==> config.mk <==
export PLATFORM = sky130hd
export DESIGN_NAME = exe_mul_sequencer_flat
export DESIGN_NICKNAME = d
export VERILOG_FILES = /design/src/rtl/exe_mul_sequencer_pkg.sv /design/src/rtl/exe_mul_sequencer_if.sv /design/src/rtl/exe_mul_sequencer_mul_step.sv /design/src/rtl/exe_mul_sequencer.sv /design/src/flat_wrapper.sv
export SDC_FILE = /design/constraint.sdc
export NUM_CORES = 1
export LEC_CHECK = 0
export BUFFER_PORTS_ARGS = -buffer_cell sky130_fd_sc_hd__buf_4
export CAP_MARGIN = 20
export CORE_ASPECT_RATIO = 0.5
export CORE_MARGIN = 1
export CORE_UTILIZATION = 61
export DETAILED_ROUTE_END_ITERATION = 12
export PLACE_DENSITY = 0.82
export SYNTH_ARGS = -nofsm -noshare
export SYNTH_HDL_FRONTEND = slang
export SYNTH_SLANG_ARGS = --single-unit
export TNS_END_PERCENT = 5
==> constraint.sdc <==
create_clock -name clk -period 7 [get_ports clk]
set_input_delay 2.1 -clock clk [delete_from_list [all_inputs] [get_ports clk]]
set_output_delay 2.1 -clock clk [all_outputs]
set_load 0.03 [all_outputs]
==> src/rtl/exe_mul_sequencer_pkg.sv <==
// Shared types and sizing for the execute-stage multi-cycle multiply sequencer.
`ifndef ADDRESS_LEN
`define ADDRESS_LEN 32
`endif

package exe_mul_sequencer_pkg;

    localparam int unsigned DEF_WIDTH          = `ADDRESS_LEN;
    localparam int unsigned DEF_BITS_PER_CYCLE = 2;

    typedef enum logic [1:0] {
        ST_IDLE = 2'd0,
        ST_CALC = 2'd1,
        ST_ACC  = 2'd2,
        ST_DONE = 2'd3
    } state_t;

    function automatic int unsigned mul_cycles(input int unsigned width, input int unsigned bpc);
        return width / bpc;
    endfunction

endpackage

==> src/rtl/exe_mul_sequencer_if.sv <==
// Handshake and operand/result bundle between the EXE stage and the multiply sequencer.
interface exe_mul_sequencer_if #(
    parameter int unsigned WIDTH = exe_mul_sequencer_pkg::DEF_WIDTH
);
    logic             start;
    logic             accumulate;
    logic             S;
    logic             flush;
    logic [WIDTH-1:0] Val_Rm;
    logic [WIDTH-1:0] Val_Rs;
    logic [WIDTH-1:0] Val_Rn;
    logic             C_in;
    logic             V_in;
    logic             freeze;
    logic             busy;
    logic             done;
    logic [WIDTH-1:0] Mul_Res;
    logic             S_out;
    logic             C_out;
    logic             V_out;
    logic             Z_out;
    logic             N_out;

    modport master (
        output start, accumulate, S, flush, Val_Rm, Val_Rs, Val_Rn, C_in, V_in,
        input  freeze, busy, done, Mul_Res, S_out, C_out, V_out, Z_out, N_out
    );

    modport slave (
        input  start, accumulate, S, flush, Val_Rm, Val_Rs, Val_Rn, C_in, V_in,
        output freeze, busy, done, Mul_Res, S_out, C_out, V_out, Z_out, N_out
    );
endinterface

==> src/rtl/exe_mul_sequencer_mul_step.sv <==
// One shift-add iteration: adds mcand * bits to prod, truncated to WIDTH.
module mul_step #(
    parameter int unsigned WIDTH = 32,
    parameter int unsigned BITS  = 2
) (
    input  logic [WIDTH-1:0] i_prod,
    input  logic [WIDTH-1:0] i_mcand,
    input  logic [BITS-1:0]  i_bits,
    output logic [WIDTH-1:0] o_prod
);

    logic [WIDTH-1:0] w_sum;

    always_comb begin
        w_sum = i_prod;
        for (int unsigned i = 0; i < BITS; i++) begin
            if (i_bits[i]) begin
                w_sum = w_sum + (i_mcand << i);
            end
        end
        o_prod = w_sum;
    end

endmodule

==> src/rtl/exe_mul_sequencer.sv <==
// Multi-cycle MUL/MLA sequencer with pipeline freeze; result and N/Z/C/V flags for EXE/MEM.
// Optional macro MUL_EARLY_TERMINATE_EN: leave CALC as soon as the remaining multiplier is zero.
module exe_mul_sequencer
    import exe_mul_sequencer_pkg::*;
#(
    parameter int unsigned WIDTH          = DEF_WIDTH,
    parameter int unsigned BITS_PER_CYCLE = DEF_BITS_PER_CYCLE
) (
    input logic                clk,
    input logic                rst,
    exe_mul_sequencer_if.slave bus
);

    localparam int unsigned MUL_CYCLES = mul_cycles(WIDTH, BITS_PER_CYCLE);
    localparam int unsigned CNT_W      = $clog2(MUL_CYCLES);
    localparam logic [CNT_W-1:0] LAST_CNT = CNT_W'(MUL_CYCLES - 1);

    state_t             r_state;
    state_t             w_next;
    logic [WIDTH-1:0]   r_mcand;
    logic [WIDTH-1:0]   r_mplier;
    logic [WIDTH-1:0]   r_rn;
    logic               r_acc_f;
    logic               r_s;
    logic               r_c_lat;
    logic               r_v_lat;
    logic [WIDTH-1:0]   r_prod;
    logic [CNT_W-1:0]   r_cnt;
    logic [WIDTH-1:0]   r_res;
    logic               r_n;
    logic               r_z;
    logic               r_c;
    logic               r_v;

    logic               w_accept;
    logic               w_calc_last;
    logic               w_load_res;
    logic [WIDTH-1:0]   w_step_prod;
    logic [WIDTH-1:0]   w_mplier_sh;
    logic [WIDTH-1:0]   w_final;

    mul_step #(
        .WIDTH (WIDTH),
        .BITS  (BITS_PER_CYCLE)
    ) u_mul_step (
        .i_prod  (r_prod),
        .i_mcand (r_mcand),
        .i_bits  (r_mplier[BITS_PER_CYCLE-1:0]),
        .o_prod  (w_step_prod)
    );

    assign w_mplier_sh = r_mplier >> BITS_PER_CYCLE;
    assign w_accept    = bus.start & ~bus.flush & ((r_state == ST_IDLE) | (r_state == ST_DONE));

`ifdef MUL_EARLY_TERMINATE_EN
    assign w_calc_last = (r_cnt == LAST_CNT) | (w_mplier_sh == '0);
`else
    assign w_calc_last = (r_cnt == LAST_CNT);
`endif

    always_ff @(posedge clk) begin
        if (rst) begin
            r_state <= ST_IDLE;
        end else begin
            r_state <= w_next;
        end
    end

    // flush overrides every transition; start is only honoured from IDLE or DONE
    always_comb begin
        w_next = r_state;
        unique case (r_state)
            ST_IDLE: if (bus.start) w_next = ST_CALC;
            ST_CALC: if (w_calc_last) w_next = r_acc_f ? ST_ACC : ST_DONE;
            ST_ACC:  w_next = ST_DONE;
            ST_DONE: w_next = bus.start ? ST_CALC : ST_IDLE;
            default: w_next = ST_IDLE;
        endcase
        if (bus.flush) begin
            w_next = ST_IDLE;
        end
    end

    always_comb begin
        bus.freeze = ~bus.flush & ((bus.start & ((r_state == ST_IDLE) | (r_state == ST_DONE)))
                                   | (r_state == ST_CALC) | (r_state == ST_ACC));
        bus.busy   = (r_state != ST_IDLE);
        bus.done   = (r_state == ST_DONE) & ~bus.flush;
    end

    assign w_final    = (r_state == ST_ACC) ? (r_prod + r_rn) : w_step_prod;
    assign w_load_res = (w_next == ST_DONE) & ((r_state == ST_CALC) | (r_state == ST_ACC));

    // Result and flags load on the edge into DONE so they are already valid while done is high
    always_ff @(posedge clk) begin
        if (rst) begin
            r_mcand  <= '0;
            r_mplier <= '0;
            r_rn     <= '0;
            r_acc_f  <= 1'b0;
            r_s      <= 1'b0;
            r_c_lat  <= 1'b0;
            r_v_lat  <= 1'b0;
            r_prod   <= '0;
            r_cnt    <= '0;
            r_res    <= '0;
            r_n      <= 1'b0;
            r_z      <= 1'b0;
            r_c      <= 1'b0;
            r_v      <= 1'b0;
        end else begin
            if (w_accept) begin
                r_mcand  <= bus.Val_Rm;
                r_mplier <= bus.Val_Rs;
                r_rn     <= bus.Val_Rn;
                r_acc_f  <= bus.accumulate;
                r_s      <= bus.S;
                r_c_lat  <= bus.C_in;
                r_v_lat  <= bus.V_in;
                r_prod   <= '0;
                r_cnt    <= '0;
            end else if (r_state == ST_CALC) begin
                r_prod   <= w_step_prod;
                r_mcand  <= r_mcand << BITS_PER_CYCLE;
                r_mplier <= w_mplier_sh;
                r_cnt    <= r_cnt + CNT_W'(1);
            end else if (r_state == ST_ACC) begin
                r_prod   <= w_final;
            end

            if (w_load_res) begin
                r_res <= w_final;
                if (r_s) begin
                    r_n <= w_final[WIDTH-1];
                    r_z <= (w_final == '0);
                    r_c <= r_c_lat;
                    r_v <= r_v_lat;
                end
            end
        end
    end

    assign bus.Mul_Res = r_res;
    assign bus.S_out   = r_s;
    assign bus.N_out   = r_n;
    assign bus.Z_out   = r_z;
    assign bus.C_out   = r_c;
    assign bus.V_out   = r_v;

endmodule

==> src/flat_wrapper.sv <==
// flat-port wrapper written by rule: the top's interface ports become plain ports
module exe_mul_sequencer_flat import exe_mul_sequencer_pkg::*;
#(
    parameter int unsigned WIDTH          = DEF_WIDTH,
    parameter int unsigned BITS_PER_CYCLE = DEF_BITS_PER_CYCLE
)
  (clk, rst, bus_start, bus_accumulate, bus_S, bus_flush, bus_Val_Rm, bus_Val_Rs, bus_Val_Rn, bus_C_in, bus_V_in, bus_freeze, bus_busy, bus_done, bus_Mul_Res, bus_S_out, bus_C_out, bus_V_out, bus_Z_out, bus_N_out);
  exe_mul_sequencer_if #(.WIDTH(WIDTH)) bus_i ();
  input logic clk;
  input logic rst;
  input wire logic [$bits(bus_i.start)-1:0] bus_start;
  input wire logic [$bits(bus_i.accumulate)-1:0] bus_accumulate;
  input wire logic [$bits(bus_i.S)-1:0] bus_S;
  input wire logic [$bits(bus_i.flush)-1:0] bus_flush;
  input wire logic [$bits(bus_i.Val_Rm)-1:0] bus_Val_Rm;
  input wire logic [$bits(bus_i.Val_Rs)-1:0] bus_Val_Rs;
  input wire logic [$bits(bus_i.Val_Rn)-1:0] bus_Val_Rn;
  input wire logic [$bits(bus_i.C_in)-1:0] bus_C_in;
  input wire logic [$bits(bus_i.V_in)-1:0] bus_V_in;
  output wire logic [$bits(bus_i.freeze)-1:0] bus_freeze;
  output wire logic [$bits(bus_i.busy)-1:0] bus_busy;
  output wire logic [$bits(bus_i.done)-1:0] bus_done;
  output wire logic [$bits(bus_i.Mul_Res)-1:0] bus_Mul_Res;
  output wire logic [$bits(bus_i.S_out)-1:0] bus_S_out;
  output wire logic [$bits(bus_i.C_out)-1:0] bus_C_out;
  output wire logic [$bits(bus_i.V_out)-1:0] bus_V_out;
  output wire logic [$bits(bus_i.Z_out)-1:0] bus_Z_out;
  output wire logic [$bits(bus_i.N_out)-1:0] bus_N_out;
  assign bus_i.start = bus_start;
  assign bus_i.accumulate = bus_accumulate;
  assign bus_i.S = bus_S;
  assign bus_i.flush = bus_flush;
  assign bus_i.Val_Rm = bus_Val_Rm;
  assign bus_i.Val_Rs = bus_Val_Rs;
  assign bus_i.Val_Rn = bus_Val_Rn;
  assign bus_i.C_in = bus_C_in;
  assign bus_i.V_in = bus_V_in;
  assign bus_freeze = bus_i.freeze;
  assign bus_busy = bus_i.busy;
  assign bus_done = bus_i.done;
  assign bus_Mul_Res = bus_i.Mul_Res;
  assign bus_S_out = bus_i.S_out;
  assign bus_C_out = bus_i.C_out;
  assign bus_V_out = bus_i.V_out;
  assign bus_Z_out = bus_i.Z_out;
  assign bus_N_out = bus_i.N_out;
  exe_mul_sequencer #(.WIDTH(WIDTH), .BITS_PER_CYCLE(BITS_PER_CYCLE)) u_core (.clk(clk), .rst(rst), .bus(bus_i));
endmodule
Word-level counts from Yosys, hierarchy flattened
Cells that the tools add are included.

word-level totals
  bits in registers = 174
  latch bits = 0
  RAM bits = 0
  ROM bits = 0
  input port bits = 104
  output and inout bits = 40
  logic and storage cells = 57
  memories kept = 0

cells by class
  add/subtract/negate cells = 4
  multipliers = 0
  divide/modulo/power cells = 0
  $lt $le $gt $ge = 0
  eq/ne operators = 5
  shift operators = 0
  muxes and demuxes = 15
  bitwise logic cells = 11
  reductions and logical operators = 7

operators by type and width
  operator               count
  $mux W32               9
  $add A32 B32 Y32       3
  $logic_not A32 Y1      1
  $pmux W2 S4            1
  $and A1 B1 Y1          6
  $eq A2 B2 Y1 const B   3
  $mux W2                3
  $reduce_bool A2 Y1     3
  $add A4 B1 Y4 const B  1
  $eq A4 B4 Y1 const B   1
  $or A1 B1 Y1           4
  $eq A2 B1 Y1 const B   1
  $logic_not A2 Y1       1
  $mux W1                2
  $reduce_and A2 Y1      1
  $reduce_or A2 Y1       1
  $not A1 Y1             1

Depth between registers and ports, before layout
  depth after elaboration = 7
  gate-level depth with buffers = 23
  depth with buffers taken out = 23

Hierarchy
Synthesis repeated with hierarchy kept, for this count alone.

unflattened totals
  cell total of the unflattened synthesis = 1688
  area, all modules = 13472.9 µm²

by module, submodules not included
  module             instances  cells each  area an instance (µm²)  sequential area each (µm²)
  exe_mul_sequencer  1          1138        9427.8                  3483.3
  mul_step           1          550         4045.1                  0.0

Least setup slack after synthesis
OpenSTA, ideal clock, no wires.

  path kind = register to register
  from = reg u_core.r_prod[0]
  to = reg u_core.r_z (netlist: u_core.bus.Z_out)
  setup time = 84 ps
  data arrival time = 5308 ps
  data required time = 6916 ps
  setup slack = 1608 ps
  cell stages (with the launch flop) = 23
  path buffers = 1
  period minus slack after synthesis = 5392 ps
  cell sequence = dfxtp_1 > ha_1 > fa_1 > a21o_1 > a311o_1 > a31oi_1 > a21oi_1 > a221oi_1 > xnor2_1 > mux2_2 > ha_1 > clkbuf_1 > a31oi_1 > o221ai_1 > nand2b_1 > nor3b_1 > a2111o_1 > a2111oi_0 > nor3_1 > xnor2_1 > a21oi_1 > mux2_2 > o31ai_2

between the ends
  longest elaborated chain between the ends = 6
  elaborated cells between the ends (all ways) = 7
  those cells by class = add/sub: 3; mux: 3; reduce/logical: 1

RTL lines
  item                    line                              text
  from (decl)             exe_mul_sequencer.sv:27           logic [WIDTH-1:0] r_prod;
  from (signal assigned)  exe_mul_sequencer.sv:123          r_prod <= w_step_prod;
  from (signal assigned)  exe_mul_sequencer.sv:128          r_prod <= w_final;
  $add A32 B32 Y32        exe_mul_sequencer_mul_step.sv:18  w_sum = w_sum + (i_mcand << i);
  $mux W32                exe_mul_sequencer_mul_step.sv:17  if (i_bits[i]) begin
  $add A32 B32 Y32        exe_mul_sequencer_mul_step.sv:18
  $mux W32                exe_mul_sequencer_mul_step.sv:17
  $mux W32 *              exe_mul_sequencer.sv:91           assign w_final = (r_state == ST_ACC) ? (r_prod + r_rn) : w_step_prod;
  $logic_not A32 Y1 *     exe_mul_sequencer.sv:135          r_z <= (w_final == '0);
  to (signal assigned)    exe_mul_sequencer.sv:135
  to (decl)               exe_mul_sequencer.sv:31           logic r_z;

Mark *: on every way between the ends. The rest lies on a longest branch, timed or not.
A chain may end at the register's enable or synchronous reset.

Worst setup path in the final report
  from = reg u_core.r_prod[0]
  to = reg u_core.r_n (netlist: u_core.bus.N_out)

between the ends
  longest elaborated chain between the ends = 5
  elaborated cells between the ends (all ways) = 6
  those cells by class = add/sub: 3; mux: 3

RTL lines
  item                  line                              text
  $add A32 B32 Y32      exe_mul_sequencer_mul_step.sv:18
  $mux W32              exe_mul_sequencer_mul_step.sv:17
  $add A32 B32 Y32      exe_mul_sequencer_mul_step.sv:18
  $mux W32              exe_mul_sequencer_mul_step.sv:17
  $mux W32 *            exe_mul_sequencer.sv:91
  to (signal assigned)  exe_mul_sequencer.sv:134          r_n <= w_final[WIDTH-1];
  to (decl)             exe_mul_sequencer.sv:30           logic r_n;

Marks and branches as above.

==> flow_summary.ini <==
[outcome]
status = complete, no violations

[yosys]
synth-seq-cells = 174
syn_area_um2 = 13300
syn_avg_cell_area_um2 = 7.82
yosysWarnings = 0
ys_seq_area_share_pct = 26.1
syn_inst = 1706
synth.distinct_cells = 88
synth_edf_count = 0
synth_ff_type = dfxtp_1
synthArstFlopShare_pct = 0
synth_fp_nets = 1916

[placed_design]
io_buffers = 143
gp_congestion = 1.04
dpl_cell_area_um2 = 14500
dp_hpwl_um = 32800

[floorplan]
dieArea_um2 = 22500
core_um2 = 21000
die_w_um = 211
io_pins = 144
rows = 37
die-height_um = 107
start_util_pct = 63.6

[global_routing]
grt_overflow_total = 0
grt_pass1_wl_um = 67100
antenna_found_initial = 0
grt_max_degree = 93
track_usage_pct = 38.8
grt_pass1_vias = 12300

[route]
drtIter0Drc = 1871
wl_um = 43500
wire_per_inst_um = 21.0
viasPerCell = 6.47
antenna_left = 0
drc_errors = 0
vias = 13400
dr.pass1.iters = 6

[timing]
max_freq_mhz = 159
tightestPinTransition_ns = 1.16
rsz0062_at_grt = false
slew_viol_final = 0
min_period_over_period_pct = 89.8
setup_viol = 0
holdWs_ns = 0.458
skew_ns = 0.0137
maxSlewHeadroom_pct = 21.5
tns_ns = 0
min_period_ns = 6.29
final_hold_viol_count = 0

[pwr]
switching_share_pct = 34.4
p_per_area_nw_per_um2 = 191
intPower_uw = 1890
clockPowerShare_pct = 34.1
pwr-share-seq_pct = 38.9
p_comb_share_pct = 27.1
p_sw_uw = 987
ir_worst_vdd_mv = 0.171
p_leak_uw = 0.00634

[clock_network]
cts_tree = built
post_cts_resized = 0
ctsRootBufferMaster = clkbuf_16
clock_sinks = 174
hold_buffers = 0
clock_latency_ns = 0.45
clkTransAtPathRegs_ns = 0.07
cts.htree.levels = 4
cts_made_buffers = 17
clock_path_buffers = 2
cts_setup_buffers = 0

[cells_and_area]
final_cell_area_um2 = 15000
nNetsFinal = 1984
final_cell_mix = 214 x nand2_1, 186 x nor2_1, 174 x dfxtp_1, 158 x a21oi_1, 155 x buf_4
areaGrowthSynthToFinish_pct = 12.8
layout-drive-gt1-share_pct = 13.7
layout_commonest_cell = nand2_1
diodes = 0

[worst_setup_path]
cp_max_fo = 6
path_class = reg -> reg
critPathLaunchType = flip-flop
required_ns = 7.36
cp.arrival_ns = 6.65
cp-end-kind = flip-flop

[flow_run]
drv_cap = 0

[hold_path]
hold_path.class = reg -> reg
## final timing paths
check	endpoint	cells past startpoint	slack (ns)	start
worst min register to register	u_core.r_v_lat	2	0.46	u_core.r_v_lat
worst max-delay path	u_core.bus.N_out	21	0.71	u_core.r_prod[0]
worst max register to register	u_core.bus.N_out	21	0.71	u_core.r_prod[0]
worst min-delay path	u_core.r_v_lat	2	0.46	u_core.r_v_lat
## routing by layer
metal	share of wire (%)	routed length (um)	global-route usage, %	vias up
met4	1.2	542	8.44	0
li1	-	-	-	6384
met1	46	19900	57.5	6252
met2	38	16400	51.9	738
met3	15	6660	14.4	57
met5	0	0	0	-
## state kept, by name (all words and copies together) (netlist names), 2 cells and up
register	count
u_core.r_state	2
u_core.r_rn	32
u_core.r_prod	32
u_core.r_mplier	32
u_core.r_cnt	4
u_core.r_mcand	32
u_core.bus.Mul_Res	32
## critical path: stages (launching register included)
cell      delay (ns)
dfxtp_1         0.34
ha_1            0.24
fa_1            0.46
a21o_1          0.23
a311o_1         0.36
a31oi_1         0.30
a21oi_1         0.18
xnor2_1         0.16
a21oi_1         0.24
ha_1            0.34
and4_1          0.22
a221o_1         0.39
a21o_1          0.21
o221ai_2        0.25
o21ai_1         0.22
o21ai_0         0.39
mux2_2          0.40
nor3_1          0.26
o311ai_2        0.12
xnor2_1         0.57
nor2_1          0.11
nor3_1          0.23
## power groups by stage
stage	clock [uW]	sequential (uW)	combinational, uW
CTS	979	1110	753
global placement	0	1130	727
floorplan	0	1100	541
global route	1020	1120	838
detailed placement	0	1130	746
finish	979	1120	778
## cell families after synthesis
| group | share of synthesized area [%] |
|---|---|
| fa+ha+maj | 10.1 |
| buf+inv | 4.00 |
| flops | 26.1 |
| simple gates | 19.0 |
| xor+xnor | 4.99 |
| mux | 9.21 |
| compound gates | 26.6 |
## cell type report
class                   instances  area (um2)
flip-flops and latches        174        3480
inverters                      31         116
clock buffers                  19         443
repair buffers                155        1160
multi-input cells            1395        9340
fillers                      1700        5920
clock inverters                11         133
well taps                     292         365
## Yosys cell counts (29+ instances only)
cell      number  area, um2
nand2_1      214        803
xnor2_1       52        455
a21o_1        44        330
ha_1         103       1290
clkbuf_1      90        338
a21oi_1      158        791
a211oi_1     104        781
nor2_1       187        702
dfxtp_1      174       3480
mux2_2        29        327
mux2i_1       90        901
inv_1         29        109
o21ai_0       76        380
## through the flow
step	worst slack, ns	cells	total power, uW	util [%]
after global routing	0.465	2077	2980	71.7
after global placement	1.06	2047	1860	69.0
after floorplan	1.61	1706	1640	-
after CTS	0.946	2077	2840	71.7
final	0.714	2077	2870	71.7
after detailed placement	1.02	2047	1880	69.0
Note: power is estimated with default switching activity, not from simulation.
